===== src/rtl/snoop_pkg.sv =====
// snoop_pkg: MSI line encodings, snoop bus command codes and cache-node FSM states
package snoop_pkg;
    localparam logic [1:0] ST_I = 2'd0;
    localparam logic [1:0] ST_S = 2'd1;
    localparam logic [1:0] ST_M = 2'd2;
    localparam logic [1:0] CMD_NONE = 2'd0;
    localparam logic [1:0] CMD_RD   = 2'd1;
    localparam logic [1:0] CMD_RDX  = 2'd2;
    localparam logic [1:0] CMD_UPGR = 2'd3;
    typedef enum logic [2:0] {IDLE, LOOKUP, WB, BUS_REQ, WAIT_FILL, RESP} fsm_t;
    // encoding 3 is illegal and behaves as I
    function automatic logic line_valid(input logic [1:0] s);
        return s == ST_S || s == ST_M;
    endfunction
endpackage


===== src/rtl/snoop_cache_node_line_store.sv =====
// snoop_line_store: per-line state/tag/data with a CPU port and a snoop port;
// on a same-line collision the CPU write lands last and wins.
module snoop_line_store
    import snoop_pkg::*;
#(
    parameter int NUM_LINES = 4,
    parameter int TAG_W = 5,
    parameter int DATA_W = 8,
    localparam int IDX_W = $clog2(NUM_LINES)
) (
    input  logic              clock,
    input  logic              reset,
    input  logic [IDX_W-1:0]  cpu_index,
    output logic [1:0]        cpu_state,
    output logic [TAG_W-1:0]  cpu_tag,
    output logic [DATA_W-1:0] cpu_data,
    input  logic              cpu_we,
    input  logic [1:0]        cpu_wstate,
    input  logic [TAG_W-1:0]  cpu_wtag,
    input  logic [DATA_W-1:0] cpu_wdata,
    input  logic [IDX_W-1:0]  snp_index,
    output logic [1:0]        snp_state,
    output logic [TAG_W-1:0]  snp_tag,
    output logic [DATA_W-1:0] snp_data,
    input  logic              snp_we,
    input  logic [1:0]        snp_wstate
);
    logic [1:0]        st [NUM_LINES];
    logic [TAG_W-1:0]  tg [NUM_LINES];
    logic [DATA_W-1:0] dt [NUM_LINES];

    assign cpu_state = st[cpu_index];
    assign cpu_tag   = tg[cpu_index];
    assign cpu_data  = dt[cpu_index];
    assign snp_state = st[snp_index];
    assign snp_tag   = tg[snp_index];
    assign snp_data  = dt[snp_index];

    always_ff @(posedge clock or posedge reset)
        if (reset) begin
            for (int i = 0; i < NUM_LINES; i++) begin
                st[i] <= ST_I;
                tg[i] <= '0;
                dt[i] <= '0;
            end
        end else begin
            if (snp_we) st[snp_index] <= snp_wstate;
            if (cpu_we) begin
                st[cpu_index] <= cpu_wstate;
                tg[cpu_index] <= cpu_wtag;
                dt[cpu_index] <= cpu_wdata;
            end
        end
endmodule


===== src/rtl/snoop_cache_node.sv =====
// snoop_cache_node: direct-mapped MSI private cache serving CPU requests and
// answering other nodes' snoop bus transactions.
module snoop_cache_node
    import snoop_pkg::*;
#(
    parameter int NUM_LINES = 4,
    parameter int TAG_W = 5,
    parameter int DATA_W = 8,
    parameter int ID_W = 2,
    parameter int PROC_ID = 0,
    localparam int IDX_W = $clog2(NUM_LINES)
) (
    input  logic              clock,
    input  logic              reset,
    input  logic              cpu_req_valid,
    output logic              cpu_req_ready,
    input  logic              cpu_op,
    input  logic [IDX_W-1:0]  cpu_index,
    input  logic [TAG_W-1:0]  cpu_tag,
    input  logic [DATA_W-1:0] cpu_wdata,
    output logic              cpu_resp_valid,
    output logic [DATA_W-1:0] cpu_rdata,
    output logic              bus_req,
    input  logic              bus_gnt,
    output logic              bus_cmd_valid,
    output logic [1:0]        bus_cmd,
    output logic [IDX_W-1:0]  bus_index,
    output logic [TAG_W-1:0]  bus_tag,
    output logic [ID_W-1:0]   bus_src,
    input  logic              snoop_valid,
    input  logic [1:0]        snoop_cmd,
    input  logic [IDX_W-1:0]  snoop_index,
    input  logic [TAG_W-1:0]  snoop_tag,
    input  logic [ID_W-1:0]   snoop_src,
    output logic              snoop_hit,
    output logic              snoop_wb,
    output logic [DATA_W-1:0] snoop_data,
    input  logic              fill_valid,
    input  logic [DATA_W-1:0] fill_data,
    output logic              wb_valid,
    output logic [IDX_W-1:0]  wb_index,
    output logic [TAG_W-1:0]  wb_tag,
    output logic [DATA_W-1:0] wb_data
);
    fsm_t state, nxt;
    logic op_q;
    logic [IDX_W-1:0] idx_q;
    logic [TAG_W-1:0] tag_q;
    logic [DATA_W-1:0] wdata_q, rdata_q, rdata_d;
    logic [1:0] cmd_q, cmd_d, cmd_eff;
    logic [1:0] line_st, s_st, cpu_wstate, snp_wstate;
    logic [TAG_W-1:0] line_tag, s_tag, cpu_wtag;
    logic [DATA_W-1:0] line_data, s_data, cpu_wdata_s;
    logic cpu_we, snp_we, hit, snoop_act;

    snoop_line_store #(.NUM_LINES(NUM_LINES), .TAG_W(TAG_W), .DATA_W(DATA_W)) u_store (
        .clock(clock), .reset(reset),
        .cpu_index(idx_q), .cpu_state(line_st), .cpu_tag(line_tag), .cpu_data(line_data),
        .cpu_we(cpu_we), .cpu_wstate(cpu_wstate), .cpu_wtag(cpu_wtag), .cpu_wdata(cpu_wdata_s),
        .snp_index(snoop_index), .snp_state(s_st), .snp_tag(s_tag), .snp_data(s_data),
        .snp_we(snp_we), .snp_wstate(snp_wstate)
    );

    assign hit = line_valid(line_st) && line_tag == tag_q;
    // an upgrade whose S copy was snooped away must fetch the line again
    assign cmd_eff = (cmd_q == CMD_UPGR && !hit) ? CMD_RDX : cmd_q;

    assign snoop_act = snoop_valid && snoop_cmd != CMD_NONE && snoop_src != ID_W'(PROC_ID)
                       && line_valid(s_st) && s_tag == snoop_tag;
    assign snp_we = snoop_act && (snoop_cmd != CMD_RD || s_st == ST_M);
    assign snp_wstate = snoop_cmd == CMD_RD ? ST_S : ST_I;

    always_ff @(posedge clock or posedge reset)
        if (reset) begin
            state <= IDLE;
            op_q <= 1'b0;
            idx_q <= '0;
            tag_q <= '0;
            wdata_q <= '0;
            cmd_q <= CMD_NONE;
            rdata_q <= '0;
            snoop_hit <= 1'b0;
            snoop_wb <= 1'b0;
            snoop_data <= '0;
        end else begin
            state <= nxt;
            cmd_q <= cmd_d;
            rdata_q <= rdata_d;
            if (state == IDLE && cpu_req_valid) begin
                op_q <= cpu_op;
                idx_q <= cpu_index;
                tag_q <= cpu_tag;
                wdata_q <= cpu_wdata;
            end
            snoop_hit <= snoop_act;
            snoop_wb <= snoop_act && s_st == ST_M;
            snoop_data <= (snoop_act && s_st == ST_M) ? s_data : '0;
        end

    always_comb begin
        nxt = state;
        cmd_d = cmd_q;
        rdata_d = rdata_q;
        cpu_we = 1'b0;
        cpu_wstate = ST_I;
        cpu_wtag = tag_q;
        cpu_wdata_s = wdata_q;
        case (state)
            IDLE: nxt = cpu_req_valid ? LOOKUP : IDLE;
            LOOKUP:
                if (hit && !op_q) begin
                    nxt = RESP;
                    rdata_d = line_data;
                end else if (hit && line_st == ST_M) begin
                    nxt = RESP;
                    cpu_we = 1'b1;
                    cpu_wstate = ST_M;
                end else if (hit) begin
                    nxt = BUS_REQ;
                    cmd_d = CMD_UPGR;
                end else begin
                    nxt = line_st == ST_M ? WB : BUS_REQ;
                    cmd_d = op_q ? CMD_RDX : CMD_RD;
                end
            WB: begin
                nxt = BUS_REQ;
                cpu_we = 1'b1;
                cpu_wstate = ST_I;
                cpu_wtag = line_tag;
                cpu_wdata_s = line_data;
            end
            BUS_REQ:
                if (bus_gnt) begin
                    cmd_d = cmd_eff;
                    nxt = cmd_eff == CMD_RD ? WAIT_FILL : RESP;
                    cpu_we = cmd_eff != CMD_RD;
                    cpu_wstate = ST_M;
                end
            WAIT_FILL:
                if (fill_valid) begin
                    nxt = RESP;
                    cpu_we = 1'b1;
                    cpu_wstate = ST_S;
                    cpu_wdata_s = fill_data;
                    rdata_d = fill_data;
                end
            RESP: nxt = IDLE;
            default: nxt = IDLE;
        endcase
    end

    assign cpu_req_ready = state == IDLE;
    assign cpu_resp_valid = state == RESP;
    assign cpu_rdata = rdata_q;
    assign bus_req = state == BUS_REQ && !bus_gnt;
    assign bus_cmd_valid = state == BUS_REQ && bus_gnt;
    assign bus_cmd = bus_cmd_valid ? cmd_eff : CMD_NONE;
    assign bus_index = bus_cmd_valid ? idx_q : '0;
    assign bus_tag = bus_cmd_valid ? tag_q : '0;
    assign bus_src = bus_cmd_valid ? ID_W'(PROC_ID) : '0;
    assign wb_valid = state == WB;
    assign wb_index = wb_valid ? idx_q : '0;
    assign wb_tag = wb_valid ? line_tag : '0;
    assign wb_data = wb_valid ? line_data : '0;
endmodule


===== config.mk =====
export PLATFORM = sky130hd
export DESIGN_NAME = snoop_cache_node
export DESIGN_NICKNAME = d
export VERILOG_FILES = /design/src/rtl/snoop_pkg.sv /design/src/rtl/snoop_cache_node_line_store.sv /design/src/rtl/snoop_cache_node.sv
export SDC_FILE = /design/constraint.sdc
export NUM_CORES = 1
export LEC_CHECK = 0
export CELL_PAD_IN_SITES_DETAIL_PLACEMENT = 0
export CELL_PAD_IN_SITES_GLOBAL_PLACEMENT = 1
export CORE_ASPECT_RATIO = 0.6
export CORE_MARGIN = 8
export CORE_UTILIZATION = 43
export CTS_CLUSTER_DIAMETER = 200
export DETAILED_ROUTE_END_ITERATION = 10
export PLACE_DENSITY = 0.89
export SLEW_MARGIN = 40
export SYNTH_ARGS = -nofsm -noshare
export SYNTH_HDL_FRONTEND = slang
export SYNTH_SLANG_ARGS = --single-unit

===== constraint.sdc =====
create_clock -name clock -period 4.9 [get_ports clock]
set_input_delay 1.225 -clock clock [delete_from_list [all_inputs] [get_ports clock]]
set_output_delay 1.225 -clock clock [all_outputs]
set_load 0.1 [all_outputs]

==> results of run 1 <==
## cell type report
type,instances,share of cell area
multi-input cells,274,0.411
flip-flops and latches,99,0.377
repair buffers,99,0.123
clock buffers,10,0.0364
well taps,165,0.0314
clock inverters,6,0.0135
inverters,12,0.00724
## routing by layer
metal	vias to the layer above	wire length, µm
met5	-	0
met4	0	95
met3	12	1550
met2	173	6070
met1	1998	7420
li1	1685	-
## critical path, cell delays in order (launching register included)
cell and delay, ns:
dfrtp_1 0.58, mux4_2 0.57, inv_1 0.08, ha_1 0.26, or4_4 0.56, or2_1 0.37, a21oi_2 0.23, buf_12 0.19
## worst paths after layout
kind | end | slack [ns] | cells after the start
setup / recovery | bus_cmd[0] | 0.49 | 7
max in group asynchronous | u_store.dt[6] | 2.95 | 3
min in group asynchronous | tag_q[0] | 1.15 | 2
hold / removal | cpu_rdata[4] | 0.51 | 1
hold reg to reg | cpu_rdata[4] | 0.51 | 1
setup reg to reg | u_store.st[0] | 1.35 | 8
## layout by cell type, fill, tap and decap left out, types with 2 or more instances in the layout
master / Yosys / layout
a21o_1: 5 / 5
a21oi_1: 8 / 7
a221o_1: 8 / 8
a41oi_1: 2 / 2
and2_1: 26 / 25
and3_1: 5 / 5
buf_2: 6 / 20
buf_4: 3 / 38
bufinv_16: 0 / 2
clkbuf_16: 0 / 9
clkdlybuf4s50_1: 0 / 40
clkinvlp_4: 0 / 2
conb_1: 1 / 2
dfrtp_1: 99 / 99
ha_1: 2 / 2
inv_1: 12 / 11
mux2_2: 86 / 86
mux2i_1: 9 / 9
mux4_2: 27 / 27
nand2_1: 12 / 11
nand2b_1: 2 / 2
nand3_1: 4 / 4
nand3b_1: 2 / 2
nor2_1: 13 / 13
nor2b_1: 13 / 13
nor3_1: 5 / 5
nor3b_1: 2 / 2
o21ai_0: 5 / 5
o31ai_1: 3 / 3
o41ai_1: 2 / 2
or3_1: 2 / 2
xnor2_1: 4 / 4
xor2_1: 7 / 7
## state kept, by name, summed over array words and instances, names as in the netlist
register    flops
op_q            1
snoop_hit       1
u_store.st      8
u_store.tg     20
snoop_wb        1
snoop_data      8
idx_q           2
state           3
cpu_rdata       8
u_store.dt     32
cmd_q           2
tag_q           5
wdata_q         8
## per-stage QoR
step / util / instance area [µm²]
floorplan: - / 5350
global placement: 0.523 / 6330
detailed placement: 0.515 / 6230
CTS: 0.542 / 6560
global route: 0.543 / 6570
finish: 0.543 / 6570
## logic make-up after synthesis
logic type | share of synthesized area
other cells | 0.000703
mux | 0.317
simple gates | 0.0987
buf+inv | 0.0331
fa+ha+maj | 0.00469
flops | 0.464
compound gates | 0.0635
xor+xnor | 0.0180
## power groups by stage
stage / Clock, µW / Combinational (µW) / Sequential [µW]
after floorplan: 0 / 1930 / 1590
after global placement: 0 / 2680 / 1470
after detailed placement: 0 / 2710 / 1500
after CTS: 795 / 2720 / 1490
after global routing: 829 / 2890 / 1550
final: 777 / 2730 / 1500
==> reports/metrics.csv, run 1 <==
metric,value,unit
Max-cap violations,0,
Clock Latency Late Sink,0.34,ns
Final min period,4.41,ns
Core ar.,12100,µm²
Synth area leader,dfrtp_1,
Final period util,0.899,
RSZ-0062 raised after global routing,no,
Area Overhead vs Synth,23.0,%
Post-CTS Resized,0,
CP Class,reg2out,
post-synth top area share,0.464,
yosys warns,0,
Total Power,5010,µW
status,"finished, final reports clean",
Net Sw Power,2320,µW
fillers,1029,
final hold slack,0.510,ns
startpoint types,flop,
Sink Count,99,
Die Ht,102,µm
largest cells by area after synthesis,"dfrtp_1 46%, mux2_2 18%, mux4_2 11%",
Async SR Flop Fraction,1.00,
Fin Setup TNS,0,ns
largest net degree at the start of global routing,45,
fmax,0.227,GHz
leakage,0.00294,µW
Seq cells post-synth,99,
crit path capture type,output pin,
clock transition at the registers of the reported paths,0.07,ns
input/output buffers,87,
clock tree buffer depth,2,
met3 Use GR,0.0805,
"Cell Area, Synth",5340,µm²
Post-CTS Setup Bufs,0,
first-pass GRT wire length,24300,µm
Seq. cell area,2480,µm²
WL/cell,22.8,µm
count of pins over their slew limit,0,
Fin. Hold Viols,0,
Non-Filler Instances,665,
vias in the first global route,3995,
most used routing layer,met1,
antenna fix cells,0,
footprint of the multi-input gates,2700,µm²
required time worst endpoint,3.67,ns
maximum vdd drop,0.251,mV
CTS tree,built,
detailed placer's ending HPWL,11000,µm
Congestion Overflow GR,0,
nets@finish,538,
"count leader, synth",dfrtp_1,
Die Span X,160,µm
Comb power frac,0.545,
Clock power frac,0.155,
synthesized area per cell,13.0,µm²
met2 Usage GRT,0.267,
Total GRT Usage,0.193,
launch point of the worst reg-to-reg path,idx_q[0],
vias,3868,
Remaining DRCs,0,
hold-fix buffers at CTS,0,
Commonest cells post-synth,"99 x dfrtp_1, 86 x mux2_2, 27 x mux4_2",
DRT Pass-1 Iters,4,
GPL Wtd Cong,0.944,
Cell variety after synth,50,
measured slew at the worst slew-check pin,0.767,ns
Slew headroom,0.487,
Worst Hold Class,reg2reg,
Place WS,0.539,ns
die area,16400,µm²
"Top FF cell, synth",dfrtp_1,
Sw Ratio,0.463,
clk root buf,clkbuf_16,
internal power,2690,µW
cell count after placement,649,
IO Count,90,
Reg power frac,0.300,
1st-iter DRT viols,342,
Post-synth EDFFs,0,
Max Clock Skew,0.00769,ns
post-route ant nets,0,
initial antenna violation count,0,
post-DR vias/cell,5.82,
layout cells sized above 1,0.394,
site row count,31,
sequential share of the synthesized area,0.464,
Hold Path Origin,cpu_rdata[4],
htree depth,3,
drt total wl,15100,µm
Mapped Cells,410,
total CTS buffers,9,
WP data arrival,3.18,ns
Initial Utilization,0.441,
PD cells,763,nW/µm²
final worst slack,0.493,ns
worst-path fanout max,7,
grt met1 use,0.277,
final setup fails,0,
crit path from,idx_q[0],
Note: power is estimated with default switching activity, not from simulation.
==> run 2, diff against run 1 <==
--- a/config.mk
+++ b/config.mk
@@ -9,10 +9,11 @@
 export CELL_PAD_IN_SITES_GLOBAL_PLACEMENT = 1
 export CORE_ASPECT_RATIO = 0.6
 export CORE_MARGIN = 8
-export CORE_UTILIZATION = 43
+export CORE_UTILIZATION = 50
 export CTS_CLUSTER_DIAMETER = 200
 export DETAILED_ROUTE_END_ITERATION = 10
-export PLACE_DENSITY = 0.89
+export DONT_BUFFER_PORTS = 1
+export PLACE_DENSITY = 0.87
 export SLEW_MARGIN = 40
 export SYNTH_ARGS = -nofsm -noshare
 export SYNTH_HDL_FRONTEND = slang
==> run 2 against run 1 <==
Routed wire length is 7.9% lower. Flip-flop and latch count stayed put. Clock-buffer cell count up 1. Clock power fell by 6.0%. Clock skew is essentially flat. Via count down 8.3%. Combinational power down 12%. Critical path depth stayed put. First-iteration DRC count is 38% lower. Maximum frequency is 2.5% lower. Worst setup slack worse by 0.11 ns. Largest cell class unchanged. Largest power group unchanged. Highest routed layer unchanged.
==> reports/metrics.csv, run 2 (same netlist as run 1, synthesis figures left out) <==
metric,value,unit
status,"finished, final reports clean",
WP data arrival,3.29,ns
hold-fix buffers at CTS,0,
antenna fix cells,0,
Largest regs,"u_store.dt (32), u_store.tg (20)",
detailed placer's ending HPWL,10300,µm
Initial Utilization,0.509,
GPL Wtd Cong,0.849,
first-pass GRT wire length,21300,µm
Max Clock Skew,0.00757,ns
Non-Filler Instances,569,
CP Cell Sequence,mux4_2 -> inv_1 -> ha_1 -> or4_4 -> or2_1 -> a21oi_2 -> buf_12,
max incr delay on CP,0.72,ns
most frequent cells in the layout,"86 x mux2_2, 85 x dfrtp_1, 27 x mux4_2",
vias in the first global route,3507,
RSZ-0062 raised after global routing,no,
Fin Setup TNS,0,ns
DRT Pass-1 Iters,4,
Fin. Hold Viols,0,
measured slew at the worst slew-check pin,0.884,ns
drt total wl,13900,µm
footprint of the multi-input gates,2720,µm²
"leading cell type in the layout, fill and taps excluded",mux2_2,
Max-cap violations,0,
launch point of the worst reg-to-reg path,idx_q[0],
post-DR vias/cell,6.23,
required time worst endpoint,3.67,ns
Sink Count,99,
Core ar.,10500,µm²
slowest CP cell,dfrtp_1,
vias,3546,
Post-CTS Resized,0,
CTS tree,built,
PD cells,812,nW/µm²
crit path capture type,output pin,
Slew headroom,0.411,
reg2reg setup slack,1.38,ns
Largest Register,u_store.dt,
max FFs per register,32,
maximum vdd drop,0.489,mV
initial antenna violation count,0,
nets@finish,468,
Seq. cell area,2490,µm²
Clock Latency Late Sink,0.35,ns
CP Class,reg2out,
Area Overhead vs Synth,12.4,%
largest net degree at the start of global routing,70,
clock transition at the registers of the reported paths,0.07,ns
Die Ht,96.0,µm
post-route ant nets,0,
htree depth,3,
site row count,29,
Final min period,4.52,ns
WHS Path Cells,1,
Worst Reg-to-Reg Cells,7,
final setup fails,0,
Remaining DRCs,0,
count of pins over their slew limit,0,
startpoint types,flop,
Die Span X,149,µm
IO Count,90,
Post-CTS Setup Bufs,0,
layout cells sized above 1,0.442,
clock tree buffer depth,2,
input/output buffers,0,
fmax,0.221,GHz
Total GRT Usage,0.199,
worst-path fanout max,12,
die area,14300,µm²
leakage,0.00260,µW
cell count after placement,553,
Hold Path End,wdata_q[4],
fillers,852,
Crit path max-delay family,simple AND/OR/NAND/NOR gates,
Final period util,0.922,
Hold Path Origin,wdata_q[4],
clk root buf,clkbuf_16,
Worst Hold Class,reg2reg,
reg2reg end,cpu_rdata[7],
total CTS buffers,9,
Bufs and invs on worst path,2,
WL/cell,24.5,µm
Congestion Overflow GR,0,
1st-iter DRT viols,213,
run 2: changes by cell type in the layout (fill, tap and decap cells not counted), sizes merged:
cell,change
clkdlybuf4s50,-40
buf,-31
bufinv,-1
clkbuf,+2
run 2: worst max-delay path by stage:
stage / startpoint / to / slack [ns] / cells past startpoint
floorplan: idx_q[0] / bus_cmd[0] / 0.06 / 9
finish: idx_q[0] / bus_cmd[0] / 0.38 / 7
detailed placement: idx_q[0] / bus_cmd[0] / 0.69 / 7
global route: idx_q[0] / bus_cmd[0] / 0.25 / 7
CTS: idx_q[0] / bus_cmd[0] / 0.33 / 7
global placement: idx_q[0] / bus_cmd[0] / 0.77 / 7
run 2: area by class of cell:
class | instances | area share
clock inverters | 5 | 0.0104
multi-input cells | 274 | 0.454
flip-flops and latches | 99 | 0.416
repair buffers | 29 | 0.0419
clock buffers | 11 | 0.0405
inverters | 12 | 0.00834
well taps | 139 | 0.0290
run 2: report_power, final:
group	internal, µW	total (µW)	switching (µW)
sequential	1170	1750	581
combinational	1010	2390	1380
clock	412	730	318
run 2: per-stage QoR:
stage	hold WS, ns	power (µW)	instance area, µm²	util	setup WS, ns
detailed placement	0.499	4120	5690	0.542	0.690
floorplan	0.482	3520	5350	-	0.0640
finish	0.513	4870	6000	0.572	0.381
global placement	0.494	4000	5630	0.537	0.774
CTS	0.516	4860	5990	0.571	0.325
global route	0.531	5080	6000	0.572	0.249
run 2: per-layer routing:
layer  vias to the layer above  share of wire  global-route usage  wire length, µm
met2                       140           0.43               0.284             5950
met3                         9           0.12              0.0869             1620
met4                         0         0.0095              0.0393              133
met1                      1856           0.45               0.277             6230
li1                       1541              -                   -                -
met5                         -              0                   0                0
run 2: worst register-to-register path, cell delays in order, from the launching register on:
cell     delay [ns]
dfrtp_1        0.72
mux4_2         0.58
inv_1          0.08
ha_1           0.23
or4_4          0.56
or2_1          0.36
o31ai_4        0.49
mux2_2         0.40
==> run 3, diff against run 2 <==
--- a/config.mk
+++ b/config.mk
@@ -7,7 +7,6 @@
 export LEC_CHECK = 0
 export CELL_PAD_IN_SITES_DETAIL_PLACEMENT = 0
 export CELL_PAD_IN_SITES_GLOBAL_PLACEMENT = 1
-export CORE_ASPECT_RATIO = 0.6
 export CORE_MARGIN = 8
 export CORE_UTILIZATION = 50
 export CTS_CLUSTER_DIAMETER = 200
==> constraint.sdc (replaced) <==
create_clock -name clock -period 4.9 [get_ports clock]
set_input_delay 1.225 -clock clock [delete_from_list [all_inputs] [get_ports clock]]
set_output_delay 1.225 -clock clock [all_outputs]
set_load 0.02 [all_outputs]
==> run 3 against run 2 <==
Clock power fell by 24%. Critical path depth did not move. Clock skew rose by 0.0059 ns. First-iteration DRC count rose by 55%. Hold slack improved by 0.0013 ns. Total power fell by 21%. Via count fell by 4.0%. Worst setup slack improved by 0.074 ns. Design area fell by 5.4%. Clock-buffer cell count fell by 1. Critical path type unchanged. Largest cell class unchanged. Largest power group unchanged.
==> reports/metrics.csv, run 3 (same netlist as run 1, synthesis figures left out) <==
metric,value,unit
status,"finished, final reports clean",
first-pass GRT wire length,20100,µm
clk root buf,clkbuf_8,
Total GRT Usage,0.184,
drt total wl,12700,µm
post-route ant nets,0,
Die Ht,119,µm
max FFs per register,32,
largest net degree at the start of global routing,69,
htree depth,3,
CTS tree,built,
Post-CTS Setup Bufs,0,
reg2reg setup slack,1.33,ns
Slew headroom,0.489,
vias,3405,
DRT Pass-1 Iters,4,
WP data arrival,3.22,ns
"leading cell type in the layout, fill and taps excluded",dfrtp_1,
Core ar.,10400,µm²
Place WS,0.801,ns
Worst Hold Class,reg2reg,
count of pins over their slew limit,0,
worst-path fanout max,10,
CP Depth,7,
Worst Setup EP,bus_cmd[0],
maximum vdd drop,0.296,mV
site row count,37,
Clock Latency Late Sink,0.38,ns
fillers,869,
clock transition at the registers of the reported paths,0.09,ns
Fin. Hold Viols,0,
launch point of the worst reg-to-reg path,idx_q[0],
RSZ-0062 raised after global routing,no,
Area Overhead vs Synth,6.35,%
Seq. cell area,2480,µm²
nets@finish,449,
Sink Count,99,
clock tree buffer depth,2,
CP Cell Sequence,mux4_2 -> inv_1 -> ha_1 -> or4_4 -> or2_1 -> a21oi_1 -> buf_4,
Remaining DRCs,0,
crit path capture type,output pin,
Largest Register,u_store.dt,
WHS Path Cells,1,
initial antenna violation count,0,
CP Class,reg2out,
input/output buffers,0,
Bufs and invs on worst path,2,
Largest regs,"u_store.dt (32), u_store.tg (20)",
final worst slack,0.454,ns
"Core Util, Final",0.547,
1st-iter DRT viols,330,
post-DR vias/cell,6.22,
Initial Utilization,0.515,
total CTS buffers,9,
Max-cap violations,0,
reg2reg end,cpu_rdata[1],
Fin Setup TNS,0,ns
startpoint types,flop,
routed wire length on met2,6200,µm
Post-CTS Resized,0,
vias in the first global route,3597,
Worst Reg-to-Reg Cells,7,
max incr delay on CP,0.69,ns
Max Clock Skew,0.0134,ns
Final min period,4.45,ns
hold-fix buffers at CTS,0,
Congestion Overflow GR,0,
most frequent cells in the layout,"99 x dfrtp_1, 86 x mux2_2, 27 x mux4_2",
slowest CP cell,dfrtp_1,
top layer in use,met4,
footprint of the multi-input gates,2700,µm²
WL/cell,23.2,µm
metal1 wirelength,5330,µm
crit path from,idx_q[0],
Crit path max-delay family,simple AND/OR/NAND/NOR gates,
final setup fails,0,
layout cells sized above 1,0.358,
GPL Wtd Cong,0.950,
leakage,0.00247,µW
antenna fix cells,0,
measured slew at the worst slew-check pin,0.766,ns
metal3 WL,968,µm
PD cells,677,nW/µm²
required time worst endpoint,3.67,ns
die area,14200,µm²
detailed placer's ending HPWL,9070,µm
IO Count,90,
Die Span X,119,µm
Final period util,0.907,
fmax,0.225,GHz
==> run 3: area by class of cell <==
class	instances	area share
Multi-Input combinational cell	274	0.475
Sequential cell	99	0.436
Tap cell	136	0.0300
Clock buffer	10	0.0242
Timing Repair Buffer	10	0.0132
Clock inverter	6	0.0123
Inverter	12	0.00882
==> run 3: how the worst min path moves through the flow <==
stage / startpoint / end / slack (ns)
after floorplan: wdata_q[5] / wdata_q[5] / 0.48
after detailed placement: wdata_q[3] / wdata_q[3] / 0.50
after CTS: wdata_q[7] / wdata_q[7] / 0.52
after global routing: wdata_q[7] / wdata_q[7] / 0.53
after global placement: wdata_q[1] / wdata_q[1] / 0.49
final: wdata_q[7] / wdata_q[7] / 0.51
==> run 3: per-stage QoR <==
stage / area, µm² / hold slack (ns) / total power [µW] / instances
finish: 5680 / 0.514 / 3850 / 547
global route: 5680 / 0.533 / 4090 / 547
CTS: 5670 / 0.519 / 3870 / 547
detailed placement: 5470 / 0.497 / 3310 / 531
global placement: 5460 / 0.491 / 3230 / 531
floorplan: 5340 / 0.482 / 2890 / 411
==> run 3: per-layer routing <==
layer | vias to the layer above | track usage
met3 | 15 | 0.0657
met4 | 0 | 0.0617
li1 | 1503 | -
met5 | - | 0
met1 | 1785 | 0.224
met2 | 102 | 0.298
==> run 3: where the power goes <==
group / total, µW / internal (µW) / switching [µW]
sequential: 1520 / 1170 / 352
clock: 554 / 256 / 299
combinational: 1770 / 925 / 849
